$ cat config.mk
export PLATFORM = sky130hd
export DESIGN_NAME = spi_master_tx
export DESIGN_NICKNAME = d
export VERILOG_FILES = /design/src/rtl/spi_master_tx.sv
export SDC_FILE = /design/constraint.sdc
export NUM_CORES = 1
export LEC_CHECK = 0
export BUFFER_PORTS_ARGS = -buffer_cell sky130_fd_sc_hd__buf_2
export CAP_MARGIN = 10
export CORE_MARGIN = 1.5
export CORE_UTILIZATION = 51
export CTS_CLUSTER_DIAMETER = 30
export DETAILED_ROUTE_END_ITERATION = 10
export MAX_ROUTING_LAYER = met4
export PLACE_DENSITY = 0.75
export SLEW_MARGIN = 40
export SYNTH_ARGS = -nofsm -noshare
export SYNTH_HDL_FRONTEND = slang
export SYNTH_SLANG_ARGS = --single-unit
$ cat constraint.sdc
create_clock -name clk -period 1.7 [get_ports clk]
set_input_delay 0.34 -clock clk [delete_from_list [all_inputs] [get_ports clk]]
set_output_delay 0.34 -clock clk [all_outputs]
set_load 0.02 [all_outputs]
$ cat src/rtl/spi_master_tx.sv
// SPI master, mode 0 (sck idles low, data sampled on sck rise), MSB first.
// One word is sent and received for each accepted start. sck is derived from
// clk: each sck half-period lasts CLK_DIV clk cycles. All outputs are registered.
//
// state | meaning
// ------+------------------------------------------------------------------
// IDLE  | cs high, waiting for start
// LEAD  | cs low, sck low; first mosi bit settles before the first sck rise
// HIGH  | sck high; miso was captured on the edge that entered this state
// LOW   | sck low; the next mosi bit was driven on the edge that entered this state
// TAIL  | sck low after the last sck high phase; cs still low
// GAP   | cs high again; enforces minimum deselect time before next transfer
module spi_master_tx #(
  parameter int DATA_W  = 8,
  parameter int CLK_DIV = 2,
  parameter int CS_GAP  = 2
) (
  input  logic              clk,
  input  logic              rst_n,
  input  logic              start,
  input  logic [DATA_W-1:0] tx_data,
  input  logic              miso,
  output logic              busy,
  output logic              done,
  output logic [DATA_W-1:0] rx_data,
  output logic              cs,
  output logic              sck,
  output logic              mosi
);

  localparam int PH_W  = $clog2(CLK_DIV + 1);
  localparam int BC_W  = $clog2(DATA_W + 1);
  localparam int GAP_W = $clog2(CS_GAP + 1);

  // Down-counters are loaded with (length - 1) and the state ends at zero.
  localparam logic [PH_W-1:0]  PH_LOAD  = PH_W'(CLK_DIV - 1);
  localparam logic [BC_W-1:0]  BC_LAST  = BC_W'(DATA_W);
  localparam logic [GAP_W-1:0] GAP_LOAD = GAP_W'(CS_GAP - 1);

  typedef enum logic [2:0] {
    ST_IDLE,
    ST_LEAD,
    ST_HIGH,
    ST_LOW,
    ST_TAIL,
    ST_GAP
  } state_t;

  state_t              state_q, state_d;
  logic [PH_W-1:0]     phase_q, phase_d;
  logic [GAP_W-1:0]    gap_q, gap_d;
  logic [BC_W-1:0]     bit_cnt_q, bit_cnt_d;
  logic [DATA_W-1:0]   tx_sh_q, tx_sh_d;
  logic [DATA_W-1:0]   rx_sh_q, rx_sh_d;
  logic [DATA_W-1:0]   rx_data_q, rx_data_d;
  logic                cs_q, cs_d;
  logic                sck_q, sck_d;
  logic                mosi_q, mosi_d;
  logic                busy_q, busy_d;
  logic                done_q, done_d;

  // State register and all registered outputs; reset aborts any transfer.
  always_ff @(posedge clk or negedge rst_n) begin
    if (!rst_n) begin
      state_q   <= ST_IDLE;
      phase_q   <= '0;
      gap_q     <= '0;
      bit_cnt_q <= '0;
      tx_sh_q   <= '0;
      rx_sh_q   <= '0;
      rx_data_q <= '0;
      cs_q      <= 1'b1;
      sck_q     <= 1'b0;
      mosi_q    <= 1'b0;
      busy_q    <= 1'b0;
      done_q    <= 1'b0;
    end else begin
      state_q   <= state_d;
      phase_q   <= phase_d;
      gap_q     <= gap_d;
      bit_cnt_q <= bit_cnt_d;
      tx_sh_q   <= tx_sh_d;
      rx_sh_q   <= rx_sh_d;
      rx_data_q <= rx_data_d;
      cs_q      <= cs_d;
      sck_q     <= sck_d;
      mosi_q    <= mosi_d;
      busy_q    <= busy_d;
      done_q    <= done_d;
    end
  end

  // Next-state and output logic; each state's terminal count triggers its exit.
  always_comb begin
    state_d   = state_q;
    phase_d   = phase_q;
    gap_d     = gap_q;
    bit_cnt_d = bit_cnt_q;
    tx_sh_d   = tx_sh_q;
    rx_sh_d   = rx_sh_q;
    rx_data_d = rx_data_q;
    cs_d      = cs_q;
    sck_d     = sck_q;
    mosi_d    = mosi_q;
    busy_d    = busy_q;
    done_d    = 1'b0;

    unique case (state_q)
      ST_IDLE: begin
        if (start) begin
          tx_sh_d   = tx_data;
          rx_sh_d   = '0;
          mosi_d    = tx_data[DATA_W-1];
          cs_d      = 1'b0;
          busy_d    = 1'b1;
          phase_d   = PH_LOAD;
          bit_cnt_d = '0;
          state_d   = ST_LEAD;
        end
      end

      ST_LEAD, ST_LOW: begin
        if (phase_q == '0) begin
          sck_d     = 1'b1;
          rx_sh_d   = {rx_sh_q[DATA_W-2:0], miso};
          bit_cnt_d = bit_cnt_q + 1'b1;
          phase_d   = PH_LOAD;
          state_d   = ST_HIGH;
        end else begin
          phase_d = phase_q - 1'b1;
        end
      end

      ST_HIGH: begin
        if (phase_q == '0) begin
          sck_d   = 1'b0;
          phase_d = PH_LOAD;
          if (bit_cnt_q < BC_LAST) begin
            // Next bit goes out on the falling sck edge so it is stable at the next rise.
            tx_sh_d = {tx_sh_q[DATA_W-2:0], 1'b0};
            mosi_d  = tx_sh_q[DATA_W-2];
            state_d = ST_LOW;
          end else begin
            state_d = ST_TAIL;
          end
        end else begin
          phase_d = phase_q - 1'b1;
        end
      end

      ST_TAIL: begin
        if (phase_q == '0) begin
          cs_d    = 1'b1;
          mosi_d  = 1'b0;
          gap_d   = GAP_LOAD;
          state_d = ST_GAP;
        end else begin
          phase_d = phase_q - 1'b1;
        end
      end

      ST_GAP: begin
        if (gap_q == '0) begin
          rx_data_d = rx_sh_q;
          done_d    = 1'b1;
          busy_d    = 1'b0;
          state_d   = ST_IDLE;
        end else begin
          gap_d = gap_q - 1'b1;
        end
      end

      default: state_d = ST_IDLE;
    endcase
  end

  assign busy    = busy_q;
  assign done    = done_q;
  assign rx_data = rx_data_q;
  assign cs      = cs_q;
  assign sck     = sck_q;
  assign mosi    = mosi_q;

endmodule

# After elaboration in Yosys (flattened, before gate mapping)
# Index checks and enable logic that the tools add are counted.
[totals]
register_bits = 39
word_cells = 90
in_bits = 12
[op_classes]
addsub = 3
n_lt_le_gt_ge = 1
eq_ne = 13
n_mux = 38
reduce_logical = 23
[op_table]
columns = ["cell", "n"]
rows = [
  ["$mux 7", 3],
  ["$mux 3", 6],
  ["$reduce_and 3->1", 6],
  ["$mux 8", 2],
  ["$ne 2x2->1 const B", 8],
  ["$pmux 8 s2", 1],
  ["$pmux 3 s5", 1],
  ["$pmux 7 s2", 1],
  ["$reduce_bool 2->1", 6],
  ["$mux 1", 10],
  ["$mux 2", 5],
  ["$reduce_and 5->1", 2],
  ["$mux 4", 2],
  ["$pmux 4 s2", 1],
  ["$eq 3x2->1 const B", 2],
  ["$eq 3x3->1 const B", 2],
  ["$pmux 1 s2", 3],
  ["$pmux 2 s3", 1],
  ["$reduce_bool 3->1", 2],
  ["$add 4x1->4 const B", 1],
  ["$logic_not 2->1", 2],
  ["$lt 4x4->1 const B", 1],
  ["$pmux 2 s2", 1],
  ["$reduce_and 4->1", 1],
  ["other kinds (7)", 8],
]

# Longest topological paths before layout
# Gate-level depths: netlist (run 1).
[depth]
depth_word = 4
depth_mapped = 6
mapped_depth_nobuf = 5

# Least setup slack after synthesis (run 1)
# OpenSTA, ideal clock, no wires.
[synth_timing]
path_type = "register to register"
startpoint = "register phase_q[0]"
endpoint = "register tx_sh_q[1]"
period_less_slack_ns = 1.649
path_slack_ns = 0.051
required_time_ns = 1.575
setup_ns = 0.125
t_arrival_ns = 1.524
stages_incl_launch_ff = 7
path_buffers = 1
path_cell_list = "dfrtp_1 inv_1 ha_1 and3b_1 o21a_1 clkbuf_1 mux2_2"
[synth_between]
elab_chain_len = 3
[synth_rtl]
columns = ["item", "line_no", "source"]
rows = [
  ["start, declared", "50", "logic [PH_W-1:0] phase_q, phase_d;"],
  ["start signal, assigned", "79", "phase_q <= phase_d;"],
  ["$logic_not 2->1", "135", "if (phase_q == '0) begin"],
  ["$ne 2x2->1 (no line)", "--", ""],
  ["$reduce_and 4->1 (no line)", "--", ""],
  ["end signal, assigned", "82", "tx_sh_q <= tx_sh_d;"],
  ["end, declared", "53", "logic [DATA_W-1:0] tx_sh_q, tx_sh_d;"],
]
# Every way passes these cells.
# A chain may end at the register's enable or synchronous reset.

# Worst setup path in the final report (run 1)
[layout_timing]
startpoint = "register state_q[2]"
endpoint = "register tx_sh_q[4]"
[layout_between]
elab_chain_len = 3
[layout_rtl]
columns = ["item", "line_no", "source"]
rows = [
  ["start, declared", "49", "state_t state_q, state_d;"],
  ["start signal, assigned", "78", "state_q <= state_d;"],
  ["$eq 3x2->1 or $logic_not 3->1 (tied branches)", "108", "unique case (state_q)"],
  ["$ne 2x2->1 (no line) or $reduce_bool 2->1 (tied branches)", "--", ""],
  ["$reduce_and 4->1 (no line)", "--", ""],
]
# Several ways; a longest one is shown, not always the timed one.

==> impl_metrics.py, run 1 <==
metrics = {
    "grt": {
        "grt_max_degree": 21,
        "grt_usage_pct": 21.0,
        "grt_busiest_layer": "met2",
        "grtUsageMet2_pct": 34.2,
        "grt_pass1_vias": 1402,
        "grt_first_pass_wirelength_um": 6350,
        "overflow": 0,
        "use_met1_pct": 25.7,
        "use_met3_pct": 3.75,
        "grt_antenna_before_repair": 0,
    },
    "clock_network": {
        "clk_latency_ns": 0.36,
        "clock_sinks": 39,
        "cts_tree": "done",
        "post_cts_buffers": 0,
        "root_buffer": "clkbuf_4",
        "cts_inserted_buffers": 5,
        "path_clk_slew_ns": 0.11,
        "cts_buffer_depth": 2,
        "h-tree-depth": 2,
    },
    "final_layout": {
        "regArea_um2": 977,
        "nFillCells": 290,
        "antenna_cells": 0,
        "nets": 203,
        "layout_commonest_cell": "dfrtp_1",
        "layout-drive-gt1-share_pct": 41.0,
        "final_cell_mix": "dfrtp_1, buf_2, mux2_2",
        "multi_input_area_um2": 826,
        "syn2layout_area_growth_pct": 19.0,
    },
    "logic_synthesis": {
        "synth_cell_types": 43,
        "yosysWarnings": 0,
        "syn_area_per_cell_um2": 12.4,
        "ys_async_sr_fraction_pct": 100,
        "netlist_area_um2": 1870,
        "seq_area_frac_synth_pct": 52.4,
        "synthCells": 151,
        "synthFlopType": "dfrtp_1",
        "syn_nets": 167,
        "synth_edf_count": 0,
        "ys_ff_latch": 39,
    },
    "power_and_ir_drop": {
        "p_leak_nw": 1.07,
        "peakVddDrop_mv": 0.846,
        "p_per_area_nw_per_um2": 1570,
    },
    "sta": {
        "finalSetupTns_ns": 0,
        "hold_viol": 0,
        "max-slew-margin-rel_pct": 68.0,
        "drv_slew": 0,
        "rsz0062_at_grt": "no",
        "period_share_pct": 95.2,
        "finalClockSkew_ns": 0.0193,
        "hold_ws_ns": 0.196,
        "min_period_ns": 1.62,
        "setup_viol": 0,
        "worstMarginPinSlew_ns": 0.480,
        "max_freq_mhz": 618,
    },
    "routing": {
        "dr.pass1.iters": 4,
        "drc": 0,
        "wire_per_inst_um": 15.2,
        "drtIter0Drc": 63,
        "ant_nets": 0,
        "vias": 1302,
        "vias_per_cell": 5.56,
        "wl_um": 3550,
    },
    "critical_path": {
        "cp-end-kind": "register",
        "required_ns": 1.94,
        "r2r_slack_ns": 0.08,
        "critPathLaunchType": "register",
        "timing.rr.end": "tx_sh_q[4]$_DFFE_PN0P_",
        "cp_max_fo": 6,
        "worstRegToRegCells": 4,
        "crit_arrival_ns": 1.86,
        "cp-endpoint": "tx_sh_q[4]$_DFFE_PN0P_",
        "reg2reg_from": "state_q[2]$_DFFE_PN0P_",
        "worstSetupPathType": "register to register",
        "startpoint": "state_q[2]$_DFFE_PN0P_",
    },
    "placed_design": {
        "place_congestion": 0.841,
        "hpwl_um": 2650,
        "io_buffers": 24,
    },
    "floorplan": {
        "start_util_pct": 54.6,
        "dieArea_um2": 4030,
        "coreArea_um2": 3420,
        "io_pins": 25,
        "core.rowCount": 21,
        "die_w_um": 63.5,
        "die_h_um": 63.5,
    },
    "worst_hold_path": {
        "hold_path_class": "input pin to register",
    },
    "flow_run": {
        "maxCapViolCount": 0,
    },
    "status": {
        "status": "complete, no violations",
    },
}
## cells in the mapped netlist (2+ instances only)
cell / number / area share [%]
a21o_1: 2 / 0.80
a21oi_1: 3 / 0.80
a22o_1: 9 / 4.2
a32o_1: 2 / 1.1
and3b_1: 2 / 0.94
buf_2: 7 / 1.9
clkbuf_1: 2 / 0.40
dfrtp_1: 38 / 51
ha_1: 4 / 2.7
inv_1: 7 / 1.4
mux2_2: 22 / 13
mux2i_1: 2 / 1.1
nand2_1: 9 / 1.8
nand3_1: 3 / 0.80
nand3b_1: 3 / 1.2
nor2_1: 4 / 0.80
nor3b_1: 2 / 0.80
o21ai_0: 3 / 0.80
o31ai_1: 2 / 0.80
or4b_1: 2 / 1.1
## critical path: stages, from the launching register on
cell and delay [ns]:
dfrtp_1 0.49, nor3b_2 0.25, buf_4 0.18, mux2_2 0.33
mux2_2 0.27
## cells by family (layout without fill, tap and decap cells)
logic type                 after synthesis  after routing  synth area share [%]
adders and majority gates                4              4                  2.68
DFF                                     39             39                  52.4
muxes                                   24             24                  14.4
buffers and inverters                   16             53                  3.69
xor gates and xnor gates                 2              2                 0.939
and+or+nand+nor                         37             37                  13.5
AOI/OAI and AO/OA                       29             29                  12.4
## per-layer routing
metal / vias up / share of wire [%]
li1: 622 / -
met2: 22 / 51
met4: 0 / 1.4
met1: 651 / 44
met3: 7 / 3.0
met5: - / 0
## stage by stage
stage	power (mW)	instance area [µm²]	cells	util, %	setup WS (ns)
2_1_floorplan	2.41	1870	151	-	0.0512
3_3_place_gp	2.78	2120	225	62.2	0.117
3_5_place_dp	2.87	2120	225	62.2	0.0614
4_1_cts	3.50	2210	234	64.8	0.0447
5_1_grt	3.74	2220	234	65.0	0.0143
6_report	3.49	2220	234	65.0	0.0818
## layout make-up
| type | instances | share of cell area, % |
|---|---|---|
| Timing Repair Buffer | 38 | 11.4 |
| Clock inverter | 3 | 1.97 |
| Sequential cell | 39 | 44.0 |
| Clock buffer | 5 | 1.69 |
| Tap cell | 46 | 2.59 |
| Inverter | 7 | 1.18 |
| Multi-Input combinational cell | 96 | 37.2 |
## how the worst min path moves through the flow
stage / to / cells past startpoint / startpoint
2_1_floorplan: bit_cnt_q[0]$_DFFE_PN0P_ / 0 / rst_n
3_3_place_gp: gap_q[0]$_DFFE_PN0P_ / 1 / rst_n
3_5_place_dp: gap_q[1]$_DFFE_PN0P_ / 1 / rst_n
4_1_cts: tx_sh_q[0]$_DFFE_PN0P_ / 3 / tx_data[0]
5_1_grt: tx_sh_q[0]$_DFFE_PN0P_ / 3 / tx_data[0]
6_report: tx_sh_q[0]$_DFFE_PN0P_ / 3 / tx_data[0]
## state kept, by name (all words and copies together), names as in the netlist
signal and flops:
bit_cnt_q 4, busy 1, cs 1, done 1, gap_q 2, mosi 1, phase_q 2, rx_data 8
rx_sh_q 8, sck 1, state_q 3, tx_sh_q 7
## power by group
group / internal [mW] / leakage [nW] / total (mW) / switching [mW]
combinational: 0.718 / 0.526 / 1.42 / 0.704
clock: 0.310 / 0.0452 / 0.625 / 0.316
sequential: 1.23 / 0.501 / 1.44 / 0.211
## timing repair
item | 4_1_cts | 5_1_grt
setup endpoints to repair | 0 | 13
gates resized for setup | 0 | 2
hold endpoints to repair | 18 | 0
hold buffers | 1 | 0
No activity file was read; power rests on OpenSTA's default activity.
==> run 2, diff against run 1 <==
Settings changed: BUFFER_PORTS_ARGS -buffer_cell sky130_fd_sc_hd__buf_2 to default, CORE_UTILIZATION 51 to 56, CTS_CLUSTER_DIAMETER 30 to 80, DONT_BUFFER_PORTS from default to 1, PLACE_DENSITY 0.75 to 0.74.
==> run 2 against run 1 <==
Compared with the run above: clock skew is 0.0087 ns lower; clock power fell by 27%; sequential cell count unchanged; sequential share of layout area is 3.4 points higher; sequential power increased by 6%; count of clock-buffer cells in the layout rose by 1; total power shrank 6.5%; non-clock buffer count shrank 25; via count is 7.2% lower; core utilization up 1.5 points; final area down 7.1%; hold slack worse by 0.071 ns; critical path type unchanged; largest cell class unchanged.
==> impl_metrics.py, run 2 (same netlist as run 1, synthesis figures left out) <==
metrics = {
    "floorplan": {
        "io_pins": 25,
        "die_w_um": 60.7,
        "coreArea_um2": 3100,
        "die_h_um": 60.7,
        "core.rowCount": 20,
        "dieArea_um2": 3690,
        "start_util_pct": 60.1,
    },
    "final_layout": {
        "nets": 178,
        "regArea_um2": 978,
        "antenna_cells": 0,
        "syn2layout_area_growth_pct": 10.6,
        "finalNonFillerCells": 207,
        "layout_commonest_cell": "dfrtp_1",
        "nFillCells": 255,
        "multi_input_area_um2": 821,
        "layout-drive-gt1-share_pct": 31.9,
        "final_cell_mix": "dfrtp_1, mux2_2, a22o_1, nand2_1, buf_4",
    },
    "critical_path": {
        "slowest_delay_ns": 0.48,
        "crit_arrival_ns": 1.92,
        "crit_chain": "buf_4 > buf_4 > or4b_1 > o31a_1 > mux2i_1",
        "reg2reg_from": "state_q[2]$_DFFE_PN0P_",
        "startpoint": "state_q[2]$_DFFE_PN0P_",
        "cp-end-kind": "register",
        "worst_path_max_delay_cell": "dfrtp_1",
        "critPathLaunchType": "register",
        "cpMostUsedCell": "buf_4",
        "worstSetupPathType": "register to register",
        "required_ns": 1.99,
        "cp_max_fo": 14,
    },
    "power_and_ir_drop": {
        "power_frac_seq_pct": 46.5,
        "p_comb_share_pct": 39.5,
        "p_int_mw": 2.07,
        "switching_share_pct": 36.6,
        "clkPwrFrac_pct": 14.0,
        "peakVddDrop_mv": 1.03,
        "power_switching_mw": 1.19,
        "p_leak_nw": 0.943,
        "p_total_mw": 3.26,
        "p_per_area_nw_per_um2": 1580,
    },
    "grt": {
        "grt_pass1_vias": 1254,
        "grt_first_pass_wirelength_um": 5510,
        "overflow": 0,
        "grt_antenna_before_repair": 0,
        "grt_max_degree": 40,
        "grt_usage_pct": 22.0,
    },
    "clock_network": {
        "cts_tree": "done",
        "cts_inserted_buffers": 5,
        "clock_sinks": 39,
        "root_buffer": "clkbuf_4",
        "path_clk_slew_ns": 0.11,
        "h-tree-depth": 2,
        "cts_buffer_depth": 2,
        "clk_latency_ns": 0.35,
    },
    "placed_design": {
        "dpl.cell_count": 196,
        "place_congestion": 0.849,
        "hpwl_um": 2320,
        "io_buffers": 0,
    },
    "sta": {
        "hold_viol": 0,
        "finalClockSkew_ns": 0.0106,
        "drv_slew": 0,
        "min_period_ns": 1.63,
        "max-slew-margin-rel_pct": 75.6,
        "period_share_pct": 95.9,
        "worstMarginPinSlew_ns": 0.361,
        "hold_ws_ns": 0.125,
        "max_freq_mhz": 613,
        "setup_viol": 0,
    },
    "status": {
        "status": "complete, no violations",
    },
    "routing": {
        "wire_per_inst_um": 16.5,
        "ant_nets": 0,
        "vias_per_cell": 5.84,
        "drc": 0,
        "wl_um": 3420,
        "dr.pass1.iters": 5,
        "vias": 1208,
        "drtIter0Drc": 50,
    },
    "flow_run": {
        "maxCapViolCount": 0,
    },
    "worst_hold_path": {
        "worstHoldStart": "tx_data[0]",
        "hold_path_class": "input pin to register",
    },
}
-- run 2: cell types whose count changed in the layout (fill, tap and decap cells not counted) --
cell / change
buf_2: -24
buf_4: -2
buf_6: +1
bufinv_16: -1
clkbuf_1: +1
clkinv_4: -1
clkinvlp_4: +1
dfrtp_1: -1
dfrtp_2: +1
nor2_2: +1
nor2_4: -1
-- run 2: power by group through the flow --
stage | Clock, mW | Combinational (mW) | Sequential (mW)
floorplan | 0 | 0.956 | 1.46
global placement | 0 | 1.18 | 1.52
detailed placement | 0 | 1.22 | 1.54
CTS | 0.480 | 1.26 | 1.51
global route | 0.500 | 1.43 | 1.56
finish | 0.456 | 1.29 | 1.52
-- run 2: routing by layer --
metal	track usage [%]	up-vias	part of all wire (%)
li1	-	572	-
met1	24.9	606	42
met2	35.2	21	51
met3	7.89	9	4.7
met4	9.94	0	2.3
met5	-	-	0
-- run 2: cell type report --
cell class | instances | share of cell area [%]
flip-flops and latches | 39 | 47.4
inverters | 7 | 1.27
multi-input cells | 96 | 39.8
clock buffers | 6 | 2.00
well taps | 44 | 2.67
clock inverters | 2 | 0.606
repair buffers | 13 | 6.25
-- run 2: stage by stage --
| stage | setup TNS (ns) | instance area [µm²] | util (%) | setup slack, ns |
|---|---|---|---|---|
| 3_3_place_gp | 0 | 1970 | 63.3 | 0.0858 |
| 6_report | 0 | 2060 | 66.5 | 0.0689 |
| 5_1_grt | -0.00825 | 2060 | 66.5 | -0.00825 |
| 4_1_cts | 0 | 2050 | 66.0 | 0.0404 |
| 2_1_floorplan | 0 | 1870 | - | 0.0512 |
| 3_5_place_dp | 0 | 1970 | 63.3 | 0.0489 |
-- run 2: what timing repair did --
| item | CTS | global route |
|---|---|---|
| setup buffers | 0 | 1 |
| gates resized for setup | 0 | 3 |
| setup endpoints to repair | 0 | 14 |
| endpoints found under the hold margin | 39 | 0 |
| hold buffers | 2 | 0 |
-- run 2: final timing paths --
kind / to / slack, ns / cells past startpoint
setup / recovery: phase_q[1]$_DFFE_PN0P_ / 0.07 / 5
hold reg to reg: tx_sh_q[6]$_DFFE_PN0P_ / 0.51 / 1
max in group asynchronous: cs$_DFFE_PN1P_ / 1.02 / 2
min in group asynchronous: tx_sh_q[4]$_DFFE_PN0P_ / 0.42 / 2
setup reg to reg: phase_q[1]$_DFFE_PN0P_ / 0.07 / 5
hold / removal: tx_sh_q[0]$_DFFE_PN0P_ / 0.13 / 2
-- run 2: worst max-delay path: cells and delay by family, from the launching register on --
family / cells / cell delay (ns)
AOI/OAI and AO/OA: 1 / 0.12
buffers and inverters: 2 / 0.41
DFF: 1 / 0.48
muxes: 1 / 0.11
and+or+nand+nor: 1 / 0.45
==> run 3, diff against run 2 <==
Settings changed: ABC_AREA from default to 1.
==> run 3 against run 2 <==
Compared with the run above: clock power is 12% higher; first-iteration DRC count increased by 100%; cell count is 34% higher; die area up 1.3%; non-clock buffer count down 11; setup slack improved by 0.16 ns; critical path type unchanged; largest cell class unchanged.
==> impl_metrics.py, run 3 <==
metrics = {
    "status": {
        "status": "complete, no violations",
    },
    "clock_network": {
        "clk_latency_ns": 0.36,
        "clock_sinks": 39,
        "root_buffer": "clkbuf_4",
        "path_clk_slew_ns": 0.12,
        "h-tree-depth": 2,
        "cts_tree": "done",
        "cts_inserted_buffers": 5,
        "post_cts_buffers": 0,
        "cts_buffer_depth": 2,
    },
    "grt": {
        "grt_first_pass_wirelength_um": 5750,
        "grt_antenna_before_repair": 0,
        "grt_pass1_vias": 1294,
        "overflow": 0,
        "grt_usage_pct": 22.0,
        "grt_max_degree": 40,
    },
    "logic_synthesis": {
        "ys_async_sr_fraction_pct": 100,
        "synth_top_family_by_area": "simple AND/OR/NAND/NOR gates",
        "netlist_top_cells_count": "nand2_1, dfrtp_1, inv_1, nand3_1, o21ai_1",
        "yosysMostFrequentCell": "nand2_1",
        "synth.largest_area_cell": "dfrtp_1",
        "seq_area_frac_synth_pct": 51.7,
        "synth_cell_types": 24,
        "synthFlopType": "dfrtp_1",
        "yosys.area_share.simple_pct": 31.2,
        "yosysWarnings": 0,
        "syn_nets": 243,
        "syn_area_per_cell_um2": 8.33,
        "synth_edf_count": 0,
        "synthMuxAreaShare_pct": 0.529,
        "synth-xor-area-share_pct": 0.927,
        "netlist_area_um2": 1890,
        "synthCells": 227,
        "ys_ff_latch": 39,
        "synth_fa_ha_area_share_pct": 2.65,
        "yosys-top-cells-area": "dfrtp_1, nand2_1, nand3_1",
        "synth_compound_area_share_pct": 5.82,
        "synth_top_area_share_pct": 50.3,
    },
    "routing": {
        "dr.pass1.iters": 4,
        "ant_nets": 0,
        "drc": 0,
        "wl_um": 3310,
        "wire_per_inst_um": 11.9,
        "vias_per_cell": 5.08,
        "vias": 1408,
        "drtIter0Drc": 102,
    },
    "critical_path": {
        "crit_arrival_ns": 1.71,
        "cp-end-kind": "register",
        "slowest_delay_ns": 0.42,
        "worstSetupPathType": "register to register",
        "critPathLaunchType": "register",
        "worst_path_max_delay_cell": "dfrtp_1",
        "crit_buf_inv": 2,
        "cp_max_fo": 12,
        "crit_chain": "inv_1 > ha_1 > nor2_2 > nor2_2 > nand2_2 > inv_1 > mux2i_1",
        "required_ns": 1.94,
        "critPathTopFamily": "flip-flops",
    },
    "power_and_ir_drop": {
        "p_total_mw": 3.50,
        "p_per_area_nw_per_um2": 1750,
        "peakVddDrop_mv": 0.936,
        "p_leak_nw": 1.06,
    },
    "sta": {
        "drv_slew": 0,
        "max_freq_mhz": 680,
        "hold_ws_ns": 0.113,
        "hold_viol": 0,
        "max-slew-margin-rel_pct": 74.1,
        "setup_viol": 0,
        "rsz0062_at_grt": "no",
        "finalClockSkew_ns": 0.0167,
        "worstMarginPinSlew_ns": 0.388,
        "finalSetupTns_ns": 0,
        "min_period_ns": 1.47,
        "period_share_pct": 86.5,
    },
    "flow_run": {
        "maxCapViolCount": 0,
    },
    "floorplan": {
        "start_util_pct": 60.4,
        "coreArea_um2": 3130,
        "io_pins": 25,
        "core.rowCount": 20,
        "die_h_um": 61.1,
        "dieArea_um2": 3730,
        "die_w_um": 61.1,
    },
    "placed_design": {
        "hpwl_um": 2350,
        "io_buffers": 0,
        "place_congestion": 0.851,
    },
    "worst_hold_path": {
        "hold_path_class": "input pin to register",
    },
    "final_layout": {
        "layout-drive-gt1-share_pct": 10.7,
        "layout_commonest_cell": "nand2_1",
        "final_cell_mix": "nand2_1, dfrtp_1, inv_1",
        "antenna_cells": 0,
        "syn2layout_area_growth_pct": 5.49,
        "nets": 248,
    },
}
[run 3: cell types whose count changed in the layout (fill, tap and decap cells not counted), moves of 4 or more]
cell     change
inv_1       +14
o21ai_1     +11
nand2_1     +81
mux2_2      -22
a22o_1       -9
nand3_1     +16
nand2_2      +5
buf_4        -9
o21ai_0      +4
[run 3: layout make-up]
class,instances,area [µm²]
fill,260,1130
sequential,39,977
multi-input combinational,161,777
inverter,23,91.3
clock buffer,7,55.1
tap,44,55.1
timing repair buffer,2,30.0
clock inverter,1,8.76
[run 3: metrics by stage]
| step | area (µm²) | worst slack [ns] | std cells | utilization (%) |
|---|---|---|---|---|
| final | 1990 | 0.229 | 277 | 63.8 |
| after global routing | 1990 | 0.0665 | 277 | 63.8 |
| after CTS | 1990 | 0.201 | 277 | 63.8 |
| after detailed placement | 1900 | 0.234 | 267 | 60.8 |
| after global placement | 1900 | 0.259 | 267 | 60.8 |
| after floorplan | 1890 | 0.438 | 227 | - |
[run 3: timing repair]
item | 4_1_cts | 5_1_grt
endpoints found under the hold margin | 39 | 0
resized for setup | 0 | 0
hold buffers | 2 | 0
[run 3: power by group]
group | total, mW | switching [mW] | internal, mW | leakage, nW
registers | 1.65 | 0.395 | 1.26 | 0.489
clock network | 0.512 | 0.307 | 0.205 | 0.0355
logic | 1.33 | 0.896 | 0.438 | 0.534
[run 3: metal layers]
layer  track usage, %  up-vias  routed length, µm  part of all wire (%)
met5                -        -                  0                     0
met1             30.4      635               1630                    49
li1                 -      731                  -                     -
met2             30.5       35               1440                    43
met3             6.93        7                199                   6.0
met4             8.07        0                 42                   1.3
[run 3: worst paths after layout]
kind | start | endpoint | slack (ns) | cells after the start
max | phase_q[0]$_DFFE_PN0P_ | bit_cnt_q[0]$_DFFE_PN0P_ | 0.23 | 7
min | tx_data[0] | tx_sh_q[0]$_DFFE_PN0P_ | 0.11 | 2
max reg2reg | phase_q[0]$_DFFE_PN0P_ | bit_cnt_q[0]$_DFFE_PN0P_ | 0.23 | 7
min reg2reg | rx_sh_q[7]$_DFFE_PN0P_ | rx_data[7]$_DFFE_PN0P_ | 0.49 | 2
max in group asynchronous | rst_n | cs$_DFFE_PN1P_ | 1.01 | 2
min in group asynchronous | rst_n | bit_cnt_q[2]$_DFFE_PN0P_ | 0.45 | 2
[run 3: logic make-up after synthesis]
family,Yosys count
AO/OA/AOI/OAI,21
AND/OR/NAND/NOR,133
buffers and inverters,27
adder cells (fa/ha/maj),4
XOR/XNOR,2
multiplexers,1
flip-flops,39
[run 3: worst reg2reg max path, cell delays in order, from the launching register on]
cell and delay [ns]:
dfrtp_1 0.42, inv_1 0.07, ha_1 0.30, nor2_2 0.08, nor2_2 0.09, nand2_2 0.16
inv_1 0.15, mux2i_1 0.08
